## src/rtl/scpu_mem_pkg.sv

```systemverilog
// Shared definitions for the MEM-stage data-memory initiator:
// funct3 encodings, FSM states, and access-size decode.
package scpu_mem_pkg;

  localparam logic [2:0] F3_B  = 3'b000;
  localparam logic [2:0] F3_H  = 3'b001;
  localparam logic [2:0] F3_W  = 3'b010;
  localparam logic [2:0] F3_D  = 3'b011;
  localparam logic [2:0] F3_BU = 3'b100;
  localparam logic [2:0] F3_HU = 3'b101;
  localparam logic [2:0] F3_WU = 3'b110;

  typedef enum logic [1:0] {IDLE, ACCESS, DONE, FAULT} mau_state_t;

  // Access size in bytes: 1, 2, 4 or 8.
  function automatic logic [3:0] size_bytes(input logic [2:0] f3);
    return 4'd1 << f3[1:0];
  endfunction

endpackage

```

## src/rtl/mem_lane_align.sv

```systemverilog
// Combinational byte-lane alignment: store shift/strobes and
// load extract with sign or zero extension.
module mem_lane_align
  import scpu_mem_pkg::*;
(
  input  logic [2:0]  i_off,
  input  logic [2:0]  i_f3,
  input  logic [63:0] i_wdata,
  input  logic [63:0] i_rdata,
  output logic [63:0] o_wdata,
  output logic [7:0]  o_wstrb,
  output logic [63:0] o_rdata
);

  logic [7:0]  w_mask;
  logic [63:0] w_sh;

  assign w_mask  = 8'((9'h1 << size_bytes(i_f3)) - 9'h1);
  assign o_wstrb = w_mask << i_off;
  assign o_wdata = i_wdata << {i_off, 3'b000};
  assign w_sh    = i_rdata >> {i_off, 3'b000};

  // funct3[2] selects zero extension (unsigned loads).
  always_comb begin
    o_rdata = w_sh;
    case (i_f3[1:0])
      2'b00:   o_rdata = i_f3[2] ? {56'b0, w_sh[7:0]}  : {{56{w_sh[7]}},  w_sh[7:0]};
      2'b01:   o_rdata = i_f3[2] ? {48'b0, w_sh[15:0]} : {{48{w_sh[15]}}, w_sh[15:0]};
      2'b10:   o_rdata = i_f3[2] ? {32'b0, w_sh[31:0]} : {{32{w_sh[31]}}, w_sh[31:0]};
      default: o_rdata = w_sh;
    endcase
  end

endmodule

```

## src/rtl/mem_access_unit.sv

```systemverilog
// MEM-stage data-memory initiator: issues one req/ack transaction per
// load/store, stalls the pipeline until it completes, aborts on timeout.
module mem_access_unit
  import scpu_mem_pkg::*;
#(
  parameter int DMEM_AW = 64,
  parameter int TIMEOUT = 255
) (
  input  logic               clk,
  input  logic               rst,
  input  logic               mem_valid,
  input  logic               mem_read,
  input  logic               mem_write,
  input  logic [2:0]         mem_funct3,
  input  logic [DMEM_AW-1:0] mem_addr,
  input  logic [63:0]        mem_wdata,
  output logic               stall,
  output logic [63:0]        load_data,
  output logic               fault,
  output logic               dmem_req,
  output logic               dmem_we,
  output logic [DMEM_AW-1:0] dmem_addr,
  output logic [63:0]        dmem_wdata,
  output logic [7:0]         dmem_wstrb,
  input  logic               dmem_ack,
  input  logic [63:0]        dmem_rdata
);

  localparam int CW = (TIMEOUT > 1) ? $clog2(TIMEOUT) : 1;
  localparam int unsigned TL = (TIMEOUT > 0) ? TIMEOUT - 1 : 0;
  localparam logic [CW-1:0] TMO_LAST = CW'(TL);

  mau_state_t r_state, w_nxt;
  logic [CW-1:0] r_cnt;
  logic [2:0]    r_off, r_f3;
  logic          r_req, r_we, r_fault;
  logic [DMEM_AW-1:0] r_addr;
  logic [63:0]   r_wdata, r_load;
  logic [7:0]    r_wstrb;

  logic          w_op, w_f3_ok, w_mis, w_legal, w_tmo, w_stall;
  logic [2:0]    w_off, w_f3;
  logic [63:0]   w_wsh, w_rext;
  logic [7:0]    w_strb;

  assign w_op    = mem_valid & (mem_read | mem_write);
  assign w_f3_ok = mem_read ? (mem_funct3 inside {F3_B, F3_H, F3_W, F3_D, F3_BU, F3_HU, F3_WU})
                            : (mem_funct3 inside {F3_B, F3_H, F3_W, F3_D});
  assign w_mis   = (mem_addr[2:0] & 3'(size_bytes(mem_funct3) - 4'd1)) != 3'b000;
  assign w_legal = w_f3_ok & ~w_mis & ~(mem_read & mem_write);
  assign w_tmo   = (TIMEOUT != 0) && (r_cnt == TMO_LAST);

  // Store path is used while issuing from IDLE; load path uses the latched request.
  assign w_off = (r_state == IDLE) ? mem_addr[2:0] : r_off;
  assign w_f3  = (r_state == IDLE) ? mem_funct3    : r_f3;

  mem_lane_align u_align (
    .i_off  (w_off),
    .i_f3   (w_f3),
    .i_wdata(mem_wdata),
    .i_rdata(dmem_rdata),
    .o_wdata(w_wsh),
    .o_wstrb(w_strb),
    .o_rdata(w_rext)
  );

  always_ff @(posedge clk) begin
    if (rst) r_state <= IDLE;
    else     r_state <= w_nxt;
  end

  always_comb begin
    w_nxt   = r_state;
    w_stall = 1'b0;
    case (r_state)
      IDLE: if (w_op) begin
        w_stall = 1'b1;
        w_nxt   = w_legal ? ACCESS : FAULT;
      end
      ACCESS: begin
        w_stall = 1'b1;
        if (dmem_ack)   w_nxt = DONE;
        else if (w_tmo) w_nxt = FAULT;
      end
      default: w_nxt = IDLE;
    endcase
    if (rst) w_stall = 1'b0;
  end

  always_ff @(posedge clk) begin
    if (rst) begin
      r_req   <= 1'b0;
      r_we    <= 1'b0;
      r_addr  <= '0;
      r_wdata <= '0;
      r_wstrb <= '0;
      r_load  <= '0;
      r_fault <= 1'b0;
      r_cnt   <= '0;
      r_off   <= '0;
      r_f3    <= '0;
    end else begin
      r_fault <= 1'b0;
      case (r_state)
        IDLE: if (w_op) begin
          if (w_legal) begin
            r_req   <= 1'b1;
            r_we    <= mem_write;
            r_addr  <= {mem_addr[DMEM_AW-1:3], 3'b000};
            r_wdata <= mem_write ? w_wsh  : '0;
            r_wstrb <= mem_write ? w_strb : '0;
            r_off   <= mem_addr[2:0];
            r_f3    <= mem_funct3;
            r_cnt   <= '0;
          end else begin
            r_fault <= 1'b1;
            r_load  <= '0;
          end
        end
        ACCESS: begin
          if (dmem_ack) begin
            r_req  <= 1'b0;
            r_load <= r_we ? 64'd0 : w_rext;
          end else if (w_tmo) begin
            r_req   <= 1'b0;
            r_load  <= '0;
            r_fault <= 1'b1;
          end else begin
            r_cnt <= r_cnt + 1'b1;
          end
        end
        default: ;
      endcase
    end
  end

  assign stall      = w_stall;
  assign load_data  = r_load;
  assign fault      = r_fault;
  assign dmem_req   = r_req;
  assign dmem_we    = r_we;
  assign dmem_addr  = r_addr;
  assign dmem_wdata = r_wdata;
  assign dmem_wstrb = r_wstrb;

endmodule
```

## config.mk

```make
export PLATFORM = sky130hd
export DESIGN_NAME = mem_access_unit
export DESIGN_NICKNAME = d
export VERILOG_FILES = /design/src/rtl/scpu_mem_pkg.sv /design/src/rtl/mem_lane_align.sv /design/src/rtl/mem_access_unit.sv
export SDC_FILE = /design/constraint.sdc
export NUM_CORES = 1
export LEC_CHECK = 0
export ABC_AREA = 1
export CAP_MARGIN = 20
export CORE_AREA = 5 5 164 166
export CTS_CLUSTER_SIZE = 8
export DETAILED_ROUTE_END_ITERATION = 16
export DIE_AREA = 0 0 169 171
export PLACE_DENSITY_LB_ADDON = 0.08
export SYNTH_ARGS = -nofsm -noshare
export SYNTH_HDL_FRONTEND = slang
export SYNTH_SLANG_ARGS = --single-unit
```

## constraint.sdc

```tcl
create_clock -name clk -period 2.25 [get_ports clk]
set_input_delay 0.225 -clock clk [delete_from_list [all_inputs] [get_ports clk]]
set_output_delay 0.225 -clock clk [all_outputs]
set_load 0.005 [all_outputs]
```

==> impl_results.md <==
- Synth Cell Area: 11500 µm²
- Vias: 13789
- Synth cell count leaders: 472 x nand2_1, 227 x o21ai_0, 216 x dfxtp_1, 201 x a21oi_1, 180 x nor2_1
- Root buf cell: clkbuf_16
- Fin util: 70.0%
- Final setup vio count: 0
- Reg power frac: 32.0%
- Vias in the first global route: 12759
- CTS Buf Count: 30
- Setup Skew: 0.0196 ns
- Final wirelength: 47.1 mm
- Htree depth: 1
- Worst-path maximum fanout: 8
- Worst Hold Path EP: dmem_addr[62]$_SDFFE_PP0P_
- Async SR Flop Fraction: 0%
- Maximum vdd drop: 0.557 mV
- Largest net degree at the start of global routing: 146
- Hold-fix buffers at CTS: 0
- TritonCTS clock tree: built
- Critical Path RT: 2.72 ns
- Clock Latency Late Sink: 0.55 ns
- TritonRoute pass-1 iters: 5
- Initial antenna violation count: 5
- Gate power share: 36.8%
- Global-route wire length before repair: 70.8 mm
- Post-DP HPWL: 34.1 mm
- CTS Buffer Depth: 3
- Final antenna-violating net count: 0
- Gate Count Post-Synth: 1756
- Minimum clock period: 2.20 ns
- Sw frac: 33.4%
- Share of post-route cells with drive strength above 1: 11.7%
- Clock Power Share: 31.2%
- Die width: 169 µm
- Max frequency: 455 MHz
- Die ar.: 28900 µm²
- DRC Markers: 0
- FILL cells: 2201
- Layout area overhead: 55.6%
- Post-synth EDFFs: 0
- Post-synth top area cell: dfxtp_1
- RR Endpoint: load_data[43]$_SDFFE_PP0P_
- Core Area: 25500 µm²
- Slew Viols, Final: 0
- Final #Nets: 2409
- Synth Warn #: 0
- Reg clk slew, reported paths: 0.05 ns
- Avg Synthesized Cell Area: 6.52 µm²
- Maxcap violations: 0
- Initial Util: 45.0%
- Ys flop type: dfxtp_1
- Port bufs: 401
- CTS sink cnt: 216
- Grt total ovfl: 0
- Hold path depth: 5
- Finished Layout Cells: 2542
- Worst setup EP type: flop
- Die span in y: 171 µm
- Leakage power: 0.00688 µW
- Worst Path Class, Setup: reg2reg
- Crit path launch type: flop
- Hold path start: rst
- Switching power total: 4250 µW
- Internal reg-to-reg setup slack: 0.05 ns
- Min-Delay Path Class: in2reg
- P per Cell Area: 713 nW/µm²
- Worst r2r path cells: 14
- Launching point of the worst reg2reg path: r_state[0]$_SDFFE_PP0P_
- Row count: 59
- Internal Dissipation: 8460 µW
- Most frequent cell after synthesis: nand2_1
- DR iter-0 viols: 1313
- Netlist cell types: 40
- Yosys top cell area share: 37.8%
- Overall Global Routing Usage: 30.2%
- Slew @ Worst Pin: 0.762 ns
- Outcome: finished, final reports clean
- Drt via density: 5.42
- Arr. time, crit path: 2.66 ns
- Dpl cells: 2490
- Placer Congestion: 0.964
- Per-cell routed wire length: 18.5 µm
- Hold Fails Final Rpt: 0
- CP startpoint: r_state[0]$_SDFFE_PP0P_
- Worst slew margin: 49.2%
- RSZ-0062 raised after global routing: yes
- I/O pin total: 405
- Fin crit share: 97.7%
- Post-synthesis sequential area ratio: 37.8%
- Ranking of synthesized cells by area: dfxtp_1 38%, nand2_1 15%, o21ai_0 9.9%
- Seq cells post-synth: 216
[routing by layer]
metal  part of all wire (%)  global-route usage, %  wire (µm)
met5                  0.089                      0         42
met4                    3.5                   10.6       1630
met3                     10                   7.23       4710
met2                     44                   47.7      20900
met1                     42                   40.7      19800
[flip-flops by register name (all words and copies together) (netlist names)]
signal / flops
dmem_wdata: 64
load_data: 64
dmem_addr: 61
dmem_wstrb: 8
r_cnt: 8
r_f3: 3
r_off: 3
r_state: 2
dmem_req: 1
dmem_we: 1
fault: 1
[cells by family (layout without fill, tap and decap cells)]
group | after synthesis | count (layout) | share of synthesized area, %
simple gates | 770 | 770 | 27.2
compound gates | 524 | 524 | 25.0
buf+inv | 232 | 679 | 8.91
flops | 216 | 216 | 37.8
mux | 7 | 7 | 0.612
xor+xnor | 4 | 4 | 0.306
fa+ha+maj | 2 | 2 | 0.218
other cells | 1 | 5 | 0.0327
[cells in the final DEF, fill, tap and decap left out, types with 24 or more instances in the layout]
cell type	instances
o21ai_1	25
inv_1	80
clkdlybuf4s50_1	399
buf_4	121
nand3_1	63
o211ai_1	59
nor2_1	177
o21ai_0	212
nand2_1	470
a21oi_1	191
clkbuf_16	35
buf_12	24
dfxtp_1	214
[area by class of cell]
type | count | area (µm²) | area share, %
Inverter | 89 | 345 | 1.94
Multi-Input combinational cell | 1310 | 6320 | 35.5
Timing Repair Buffer | 559 | 5630 | 31.6
Tap cell | 335 | 419 | 2.35
Sequential cell | 216 | 4330 | 24.3
Clock buffer | 31 | 776 | 4.35
Antenna cell | 2 | 5.00 | 0.0281
[power groups by stage]
stage | clock network [µW] | logic [µW] | registers, µW
floorplan | 0 | 2240 | 4140
finish | 3960 | 4680 | 4060
CTS | 4030 | 4260 | 4060
global placement | 0 | 4160 | 4130
detailed placement | 0 | 4180 | 4130
global route | 4190 | 5060 | 4070
[how the worst max path moves through the flow]
stage                                             end  depth (start not counted)  slack [ns]
after floorplan           dmem_wdata[58]$_SDFFE_PP0P_                         11        0.47
after global placement    dmem_wdata[50]$_SDFFE_PP0P_                          9       -0.10
after detailed placement   load_data[43]$_SDFFE_PP0P_                         12       -0.12
after CTS                 dmem_wdata[50]$_SDFFE_PP0P_                         10        0.02
after global routing       load_data[43]$_SDFFE_PP0P_                         11       -0.04
final                      load_data[43]$_SDFFE_PP0P_                         14        0.05
[worst max-delay path: stages, from the launching register on]
cell and delay [ns]:
dfxtp_2 0.34, buf_4 0.14, inv_4 0.07, nand2_8 0.07
buf_6 0.13, o21ai_4 0.25, buf_6 0.16, nand3_1 0.11
nand3_2 0.13, nand3_4 0.10, nand4_4 0.09, buf_12 0.16
clkbuf_16 0.16, nand2_1 0.06, a21oi_1 0.13
[per-stage QoR]
stage / hold WS [ns] / TNS, ns / setup WS [ns] / total power [µW] / area, µm²
2_1_floorplan: 0.328 / 0 / 0.466 / 6370 / 11500
3_3_place_gp: 0.452 / -1.55 / -0.104 / 8280 / 16600
3_5_place_dp: 0.454 / -4.93 / -0.119 / 8310 / 16600
4_1_cts: 0.196 / 0 / 0.0192 / 12300 / 17400
5_1_grt: 0.243 / -0.529 / -0.0394 / 13300 / 17800
6_report: 0.213 / 0 / 0.0513 / 12700 / 17800
[what timing repair did]
item / in CTS / in global routing
gates cloned: 1 / 5
resized for setup: 12 / 52
setup endpoints to repair: 53 / 91
endpoints found under the hold margin: 0 / 0
setup buffers: 2 / 11
pin swaps: 3 / 9
Note: power is estimated with default switching activity, not from simulation.
